## src/rtl/bp_fe_fetch_buffer_if.sv

```systemverilog
// rtl/bp_fe_fetch_buffer_if.sv - packet handshake between fetch buffer and backend
//
// Purpose: carries the head-of-queue instruction/exception packet from the
// fetch buffer (master) to the backend consumer (slave).
// Signals:
//   pkt_v_o      head valid
//   pkt_pc_o     head PC
//   pkt_instr_o  head instruction (0 for exception packets)
//   pkt_exc_o    head exception: 00 none, 01 access fault, 10 page fault
//   pkt_yumi_i   backend consumes head (only while pkt_v_o)
interface bp_fe_fetch_buffer_if #(
   parameter int vaddr_width_p = 39,
   parameter int instr_width_p = 32
);
   logic                     pkt_v_o;
   logic [vaddr_width_p-1:0] pkt_pc_o;
   logic [instr_width_p-1:0] pkt_instr_o;
   logic [1:0]               pkt_exc_o;
   logic                     pkt_yumi_i;

   modport master (
      output pkt_v_o, pkt_pc_o, pkt_instr_o, pkt_exc_o,
      input  pkt_yumi_i
   );

   modport slave (
      input  pkt_v_o, pkt_pc_o, pkt_instr_o, pkt_exc_o,
      output pkt_yumi_i
   );
endinterface

```

## src/rtl/bp_fe_fetch_buffer.sv

```systemverilog
// rtl/bp_fe_fetch_buffer.sv - FE fetch tracker, miss reporter and packet queue
//
// Purpose: follows every accepted fetch through the 2-cycle memory stage,
// pairs the response with its PC, queues instruction/exception packets,
// reports an ITLB/I$ miss once and then drops responses until poison_i.
// Ports:
//   clk_i, reset_n_i       clock, synchronous active-low reset
//   fetch_v_i/_vaddr_i     fetch accepted by the memory stage and its PC
//   poison_i               frontend flush
//   fetch_ready_o          fetch credit to the PC generator
//   mem_resp_v_i + fields  memory-stage response (faults, misses, data_i)
//   pkt_if (master)        head-of-queue packet and backend consume
//   miss_v_o/_pc_o/_itlb_o registered one-cycle miss report
module bp_fe_fetch_buffer #(
   parameter int vaddr_width_p = 39,
   parameter int instr_width_p = 32,
   parameter int fifo_els_p    = 4
) (
   input  logic                     clk_i,
   input  logic                     reset_n_i,
   input  logic                     fetch_v_i,
   input  logic [vaddr_width_p-1:0] fetch_vaddr_i,
   input  logic                     poison_i,
   output logic                     fetch_ready_o,
   input  logic                     mem_resp_v_i,
   input  logic                     instr_access_fault_i,
   input  logic                     instr_page_fault_i,
   input  logic                     itlb_miss_i,
   input  logic                     icache_miss_i,
   input  logic [instr_width_p-1:0] data_i,
   bp_fe_fetch_buffer_if.master     pkt_if,
   output logic                     miss_v_o,
   output logic [vaddr_width_p-1:0] miss_pc_o,
   output logic                     miss_itlb_o
);

   localparam int ptr_w_lp = $clog2(fifo_els_p);
   localparam int cnt_w_lp = ptr_w_lp + 1;
   localparam int occ_w_lp = cnt_w_lp + 1;
   localparam logic [cnt_w_lp-1:0] full_lp = cnt_w_lp'(fifo_els_p);
   localparam logic [occ_w_lp-1:0] els_lp  = occ_w_lp'(fifo_els_p);

   typedef enum logic {RUN, WAIT_FLUSH} state_e;

   state_e                   state_q, state_d;
   logic                     stage1_v_q, stage2_v_q;
   logic [vaddr_width_p-1:0] stage1_pc_q, stage2_pc_q;
   logic [ptr_w_lp-1:0]      wr_ptr_q, rd_ptr_q;
   logic [cnt_w_lp-1:0]      count_q;
   logic                     miss_v_q, miss_itlb_q;
   logic [vaddr_width_p-1:0] miss_pc_q;

   logic [vaddr_width_p-1:0] pc_mem_q    [fifo_els_p];
   logic [instr_width_p-1:0] instr_mem_q [fifo_els_p];
   logic [1:0]               exc_mem_q   [fifo_els_p];

   logic                     resp_ok, enq, deq, miss_d, miss_itlb_d;
   logic [instr_width_p-1:0] enq_instr;
   logic [1:0]               enq_exc;
   logic [occ_w_lp-1:0]      occ;

   always_comb begin
      // A response only counts in RUN with a tracked PC and no flush racing it.
      resp_ok     = mem_resp_v_i & stage2_v_q & ~poison_i & (state_q == RUN);
      enq         = 1'b0;
      enq_instr   = '0;
      enq_exc     = 2'b00;
      miss_d      = 1'b0;
      miss_itlb_d = 1'b0;
      state_d     = state_q;
      if (resp_ok) begin
         if (instr_access_fault_i) begin
            enq     = 1'b1;
            enq_exc = 2'b01;
            state_d = WAIT_FLUSH;
         end else if (instr_page_fault_i) begin
            enq     = 1'b1;
            enq_exc = 2'b10;
            state_d = WAIT_FLUSH;
         end else if (itlb_miss_i | icache_miss_i) begin
            miss_d      = 1'b1;
            miss_itlb_d = itlb_miss_i;
            state_d     = WAIT_FLUSH;
         end else begin
            enq       = 1'b1;
            enq_instr = data_i;
         end
      end
      if (poison_i) state_d = RUN;
      deq = pkt_if.pkt_yumi_i & (count_q != '0);
      // Credit reserves a slot for every fetch still in the memory stage.
      occ = occ_w_lp'(count_q) + occ_w_lp'(stage1_v_q) + occ_w_lp'(stage2_v_q);
   end

   always_ff @(posedge clk_i) begin
      if (!reset_n_i) begin
         state_q     <= RUN;
         stage1_v_q  <= 1'b0;
         stage2_v_q  <= 1'b0;
         stage1_pc_q <= '0;
         stage2_pc_q <= '0;
         wr_ptr_q    <= '0;
         rd_ptr_q    <= '0;
         count_q     <= '0;
         miss_v_q    <= 1'b0;
         miss_itlb_q <= 1'b0;
         miss_pc_q   <= '0;
      end else begin
         assert (!(mem_resp_v_i && !stage2_v_q));
         assert (!(enq && (count_q == full_lp) && !deq));
         assert (!(pkt_if.pkt_yumi_i && (count_q == '0)));
         state_q     <= state_d;
         // The poison-cycle fetch belongs to the new path, so stage1 always loads.
         stage1_v_q  <= fetch_v_i;
         stage1_pc_q <= fetch_vaddr_i;
         stage2_v_q  <= stage1_v_q & ~poison_i;
         stage2_pc_q <= stage1_pc_q;
         miss_v_q    <= miss_d;
         miss_itlb_q <= miss_itlb_d;
         if (miss_d) miss_pc_q <= stage2_pc_q;
         if (poison_i) begin
            wr_ptr_q <= '0;
            rd_ptr_q <= '0;
            count_q  <= '0;
         end else begin
            if (enq) wr_ptr_q <= wr_ptr_q + ptr_w_lp'(1);
            if (deq) rd_ptr_q <= rd_ptr_q + ptr_w_lp'(1);
            count_q <= count_q + cnt_w_lp'(enq) - cnt_w_lp'(deq);
         end
      end
   end

   always_ff @(posedge clk_i) begin
      if (enq) begin
         pc_mem_q[wr_ptr_q]    <= stage2_pc_q;
         instr_mem_q[wr_ptr_q] <= enq_instr;
         exc_mem_q[wr_ptr_q]   <= enq_exc;
      end
   end

   assign fetch_ready_o      = reset_n_i & (state_q == RUN) & ~poison_i & (occ < els_lp);
   assign pkt_if.pkt_v_o     = reset_n_i & (count_q != '0);
   assign pkt_if.pkt_pc_o    = reset_n_i ? pc_mem_q[rd_ptr_q]    : '0;
   assign pkt_if.pkt_instr_o = reset_n_i ? instr_mem_q[rd_ptr_q] : '0;
   assign pkt_if.pkt_exc_o   = reset_n_i ? exc_mem_q[rd_ptr_q]   : 2'b00;
   assign miss_v_o           = reset_n_i & miss_v_q;
   assign miss_pc_o          = reset_n_i ? miss_pc_q : '0;
   assign miss_itlb_o        = reset_n_i & miss_itlb_q;

endmodule
```

## src/flat_wrapper.sv

```systemverilog
// flat-port wrapper written by rule: the top's interface ports become plain ports
module bp_fe_fetch_buffer_flat 
#(
   parameter int vaddr_width_p = 39,
   parameter int instr_width_p = 32,
   parameter int fifo_els_p    = 4
)
  (clk_i, reset_n_i, fetch_v_i, fetch_vaddr_i, poison_i, fetch_ready_o, mem_resp_v_i, instr_access_fault_i, instr_page_fault_i, itlb_miss_i, icache_miss_i, data_i, miss_v_o, miss_pc_o, miss_itlb_o, pkt_if_pkt_v_o, pkt_if_pkt_pc_o, pkt_if_pkt_instr_o, pkt_if_pkt_exc_o, pkt_if_pkt_yumi_i);
  bp_fe_fetch_buffer_if #(.vaddr_width_p(vaddr_width_p), .instr_width_p(instr_width_p)) pkt_if_i ();
  input  logic clk_i;
  input  logic reset_n_i;
  input  logic fetch_v_i;
  input  logic [vaddr_width_p-1:0] fetch_vaddr_i;
  input  logic poison_i;
  output logic fetch_ready_o;
  input  logic mem_resp_v_i;
  input  logic instr_access_fault_i;
  input  logic instr_page_fault_i;
  input  logic itlb_miss_i;
  input  logic icache_miss_i;
  input  logic [instr_width_p-1:0] data_i;
  output logic miss_v_o;
  output logic [vaddr_width_p-1:0] miss_pc_o;
  output logic miss_itlb_o;
  output wire logic [$bits(pkt_if_i.pkt_v_o)-1:0] pkt_if_pkt_v_o;
  output wire logic [$bits(pkt_if_i.pkt_pc_o)-1:0] pkt_if_pkt_pc_o;
  output wire logic [$bits(pkt_if_i.pkt_instr_o)-1:0] pkt_if_pkt_instr_o;
  output wire logic [$bits(pkt_if_i.pkt_exc_o)-1:0] pkt_if_pkt_exc_o;
  input wire logic [$bits(pkt_if_i.pkt_yumi_i)-1:0] pkt_if_pkt_yumi_i;
  assign pkt_if_pkt_v_o = pkt_if_i.pkt_v_o;
  assign pkt_if_pkt_pc_o = pkt_if_i.pkt_pc_o;
  assign pkt_if_pkt_instr_o = pkt_if_i.pkt_instr_o;
  assign pkt_if_pkt_exc_o = pkt_if_i.pkt_exc_o;
  assign pkt_if_i.pkt_yumi_i = pkt_if_pkt_yumi_i;
  bp_fe_fetch_buffer #(.vaddr_width_p(vaddr_width_p), .instr_width_p(instr_width_p), .fifo_els_p(fifo_els_p)) u_core (.clk_i(clk_i), .reset_n_i(reset_n_i), .fetch_v_i(fetch_v_i), .fetch_vaddr_i(fetch_vaddr_i), .poison_i(poison_i), .fetch_ready_o(fetch_ready_o), .mem_resp_v_i(mem_resp_v_i), .instr_access_fault_i(instr_access_fault_i), .instr_page_fault_i(instr_page_fault_i), .itlb_miss_i(itlb_miss_i), .icache_miss_i(icache_miss_i), .data_i(data_i), .pkt_if(pkt_if_i), .miss_v_o(miss_v_o), .miss_pc_o(miss_pc_o), .miss_itlb_o(miss_itlb_o));
endmodule
```

## config.mk

```make
export PLATFORM = sky130hd
export DESIGN_NAME = bp_fe_fetch_buffer_flat
export DESIGN_NICKNAME = d
export VERILOG_FILES = /design/src/rtl/bp_fe_fetch_buffer_if.sv /design/src/rtl/bp_fe_fetch_buffer.sv /design/src/flat_wrapper.sv
export SDC_FILE = /design/constraint.sdc
export NUM_CORES = 1
export LEC_CHECK = 0
export ABC_AREA = 1
export ABC_CLOCK_PERIOD_IN_PS = 6800
export BUFFER_PORTS_ARGS = -buffer_cell sky130_fd_sc_hd__buf_2
export CAP_MARGIN = 20
export CORE_MARGIN = 3
export CORE_UTILIZATION = 50
export DETAILED_ROUTE_END_ITERATION = 8
export PLACE_DENSITY = 0.74
export SLEW_MARGIN = 30
export SYNTH_ARGS = -nofsm -noshare
export SYNTH_HDL_FRONTEND = slang
export SYNTH_SLANG_ARGS = --single-unit
```

## constraint.sdc

```tcl
create_clock -name clk_i -period 6.8 [get_ports clk_i]
set_clock_uncertainty 0.2 [all_clocks]
set_input_delay 1.02 -clock clk_i [delete_from_list [all_inputs] [get_ports clk_i]]
set_output_delay 1.02 -clock clk_i [all_outputs]
set_load 0.05 [all_outputs]
```

==> flow_summary_export.csv <==
group,metric,value,unit
grt,grt_max_degree,147,
clock_tree,clkLatencyLatePin,0.53,ns
logic_synthesis,synth_top_area_share,54.6,%
logic_synthesis,ys_ff_latch,423,
route,drt-initial-drc-count,824,
pwr,vdd_drop_max,0.178,mV
pwr,p_per_area,281,nW/um2
die,dieArea,34300,um2
finish,seq_area,11400,um2
die,core-area,31600,um2
finish,fillers,2578,
grt,grt_pass1_vias,10497,
critical_path,crit_fanout,42,
placed_design,gp_congestion,0.788,
hold_path,min_path_type,"flip-flop to flip-flop",
die,die_height,185,um
clock_tree,hold_buffers,0,
timing,min_period_over_period,64.9,%
route,drt-pass1-iter-count,7,
logic_synthesis,yosysSeqAreaShare,70.9,%
logic_synthesis,synth_area_leaders,"edfxtp_1 (55%), dfxtp_1 (16%), nor2_1 (8.9%)",
placed_design,hpwl,20500,um
critical_path,critical-path-max-stage-delay,0.63,ns
timing,period_minus_slack,4.41,ns
critical_path,critPathSlowestCell,"dfxtp_4",
finish,diodes,0,
clock_tree,path_clk_slew,0.06,ns
route,routedWlPerCell,16.9,um
clock_tree,cts_setup_buffers,0,
timing,worst_slew_pin_slew,0.898,ns
logic_synthesis,syn_avg_cell_area,10.7,um2
critical_path,worstPathRequired,5.58,ns
timing,setup_slack,2.39,ns
logic_synthesis,netlist-cell-type-count,23,
finish,stdcell_count,2105,
logic_synthesis,synth_cells,1496,
clock_tree,cts_root_buf,"clkbuf_16",
die,initial_utilization,50.8,%
critical_path,start_kind,"flip-flop",
timing,relSlewSlack,39.9,%
outcome,status,"finished clean",
die,fp-row-count,65,
route,post_drt_via_cell_ratio,5.09,
finish,area_delta_synth_final,16.4,%
timing,fmax,227,MHz
die,die_width,185,um
route,met3_length,2170,um
finish,utilization,59.1,%
flow_run,drv_cap,0,
timing,maxSlewViolCount,0,
logic_synthesis,ys_warn_count,0,
route,drc,0,
timing,setup_violations,0,
clock_tree,cts_tree,"built",
route,wl_met2,16800,um
critical_path,end_kind,"output port",
grt,grt_remaining_overflow,0,
finish,nets,1759,
critical_path,crit_family,"buffers and inverters",
logic_synthesis,synthesis.area,16100,um2
die,io_pins,197,
route,met1_length,15800,um
placed_design,post-place-cells,2023,
critical_path,worst_ep_arrival_time,3.19,ns
route,vias,10706,
grt,grt_pass1_wl,55400,um
logic_synthesis,synth_nets,1586,
finish,multi_input_comb_area,3640,um2
route,wl,35500,um
placed_design,place_area,17200,um2
finish,drive_gt1_share,16.7,%
critical_path,path_buf_inv,3,
route,routed.top_layer,"met4",
grt,antenna_found_initial,0,
finish,final_area,18700,um2
timing,grt_setup_unrepaired,"false",
critical_path,cp_cell_sequence,"clkinv_2, buf_4, nor2_1, o21ai_0, a21oi_1, buf_2",
clock_tree,cts_resized,0,
clock_tree,ctsLongestPathBuffers,3,
placed_design,io_buffers,196,
placed_design,post-place-ws,2.22,ns
grt,track_usage,20.5,%
clock_tree,h-tree-depth,2,
clock_tree,cts_sinks,423,
critical_path,worst-setup-path-type,"flip-flop to output port",
logic_synthesis,synth_top_cell_by_area,"edfxtp_1",
clock_tree,numCtsBuffers,43,
timing,tns,0,ns
pwr,p_leak,7.83,nW
timing,hold_viol_final,0,
route,drtAntennaViolNets,0,
## synthesized netlist by cell type
cell type / count
nor2_1: 381
edfxtp_1: 292
nand2_1: 174
inv_1: 147
o21ai_0: 139
dfxtp_1: 131
a21oi_1: 117
clkbuf_1: 25
buf_2: 24
buf_6: 21
buf_1: 10
ha_1: 8
o21ai_1: 7
nand3_1: 6
buf_4: 3
inv_2: 3
nor2_2: 2
a31oi_1: 1
clkbuf_2: 1
fa_1: 1
nand3_4: 1
nor3_1: 1
xnor2_1: 1
## kinds of logic (layout without fill, tap and decap cells)
group | after synthesis | count (layout) | synth area share, %
AND/OR/NAND/NOR | 565 | 565 | 13.4
flip-flops | 423 | 423 | 70.9
AO/OA/AOI/OAI | 264 | 264 | 8.23
buffers and inverters | 234 | 441 | 6.71
adder cells (fa/ha/maj) | 9 | 9 | 0.748
XOR/XNOR | 1 | 1 | 0.0545
## worst paths after layout
check                                    startpoint                                end  slack [ns]  cells after the start
setup reg to reg        u_core.state_q$_SDFFE_PP0P_    u_core.pc_mem_q[3][0]$_DFFE_PP_        4.09                      7
setup / recovery                          flip-flop                 pkt_if_pkt_pc_o[2]        2.39                      6
hold / removal    u_core.stage1_pc_q[16]$_SDFF_PN0_  u_core.stage2_pc_q[16]$_SDFF_PN0_        0.21                      2
hold reg to reg   u_core.stage1_pc_q[16]$_SDFF_PN0_  u_core.stage2_pc_q[16]$_SDFF_PN0_        0.21                      2
## report_power, final
group          switching (mW)  leakage [nW]  internal (mW)
Clock                   0.919         0.673           1.37
Sequential             0.0178          3.37           2.76
Combinational           0.149          3.79         0.0496
## tightest hold or removal path, cell delays in order (launching register included)
cell and delay (ns):
dfxtp_1 0.30, nand2_1 0.04, inv_1 0.04
## flip-flops by register name (all words and copies together) (netlist names), 2 cells and up, named ones only
register and cells:
u_core.instr_mem_q 128, u_core.exc_mem_q 8, u_core.pc_mem_q 156, u_core.count_q 3
u_core.wr_ptr_q 2, u_core.rd_ptr_q 2, u_core.stage2_pc_q 39, u_core.stage1_pc_q 39
u_core.miss_pc_q 39
## stage by stage
step / power (mW) / hold WS, ns
after global routing: 5.42 / 0.219
after floorplan: 2.96 / 0.190
after global placement: 3.02 / 0.193
final: 5.26 / 0.209
after CTS: 5.31 / 0.204
after detailed placement: 3.03 / 0.195
## per-layer routing
metal  GRT usage, %  vias to the layer above
met4           5.31                        0
met2           34.4                      372
li1               -                     5246
met5              0                        -
met3           3.02                       46
met1           28.3                     5042
## cell usage in the layout, fill, tap and decap left out, types with 6 or more instances in the layout
cell type,count
ha_1,8
nor2_1,377
dfxtp_1,129
nand3_1,6
edfxtp_1,292
a21oi_1,117
nand2_1,172
o21ai_0,139
buf_4,10
buf_2,195
clkbuf_16,44
inv_1,146
o21ai_1,7
clkbuf_1,16
## final cells by class
cell class,instances,share of cell area [%]
clock inverter,14,0.823
clock buffer,65,6.58
sequential,423,60.9
timing repair buffer,212,6.42
tap,402,2.69
multi-input combinational,839,19.5
inverter,150,3.08
Power figures use the tool's default switching activity.
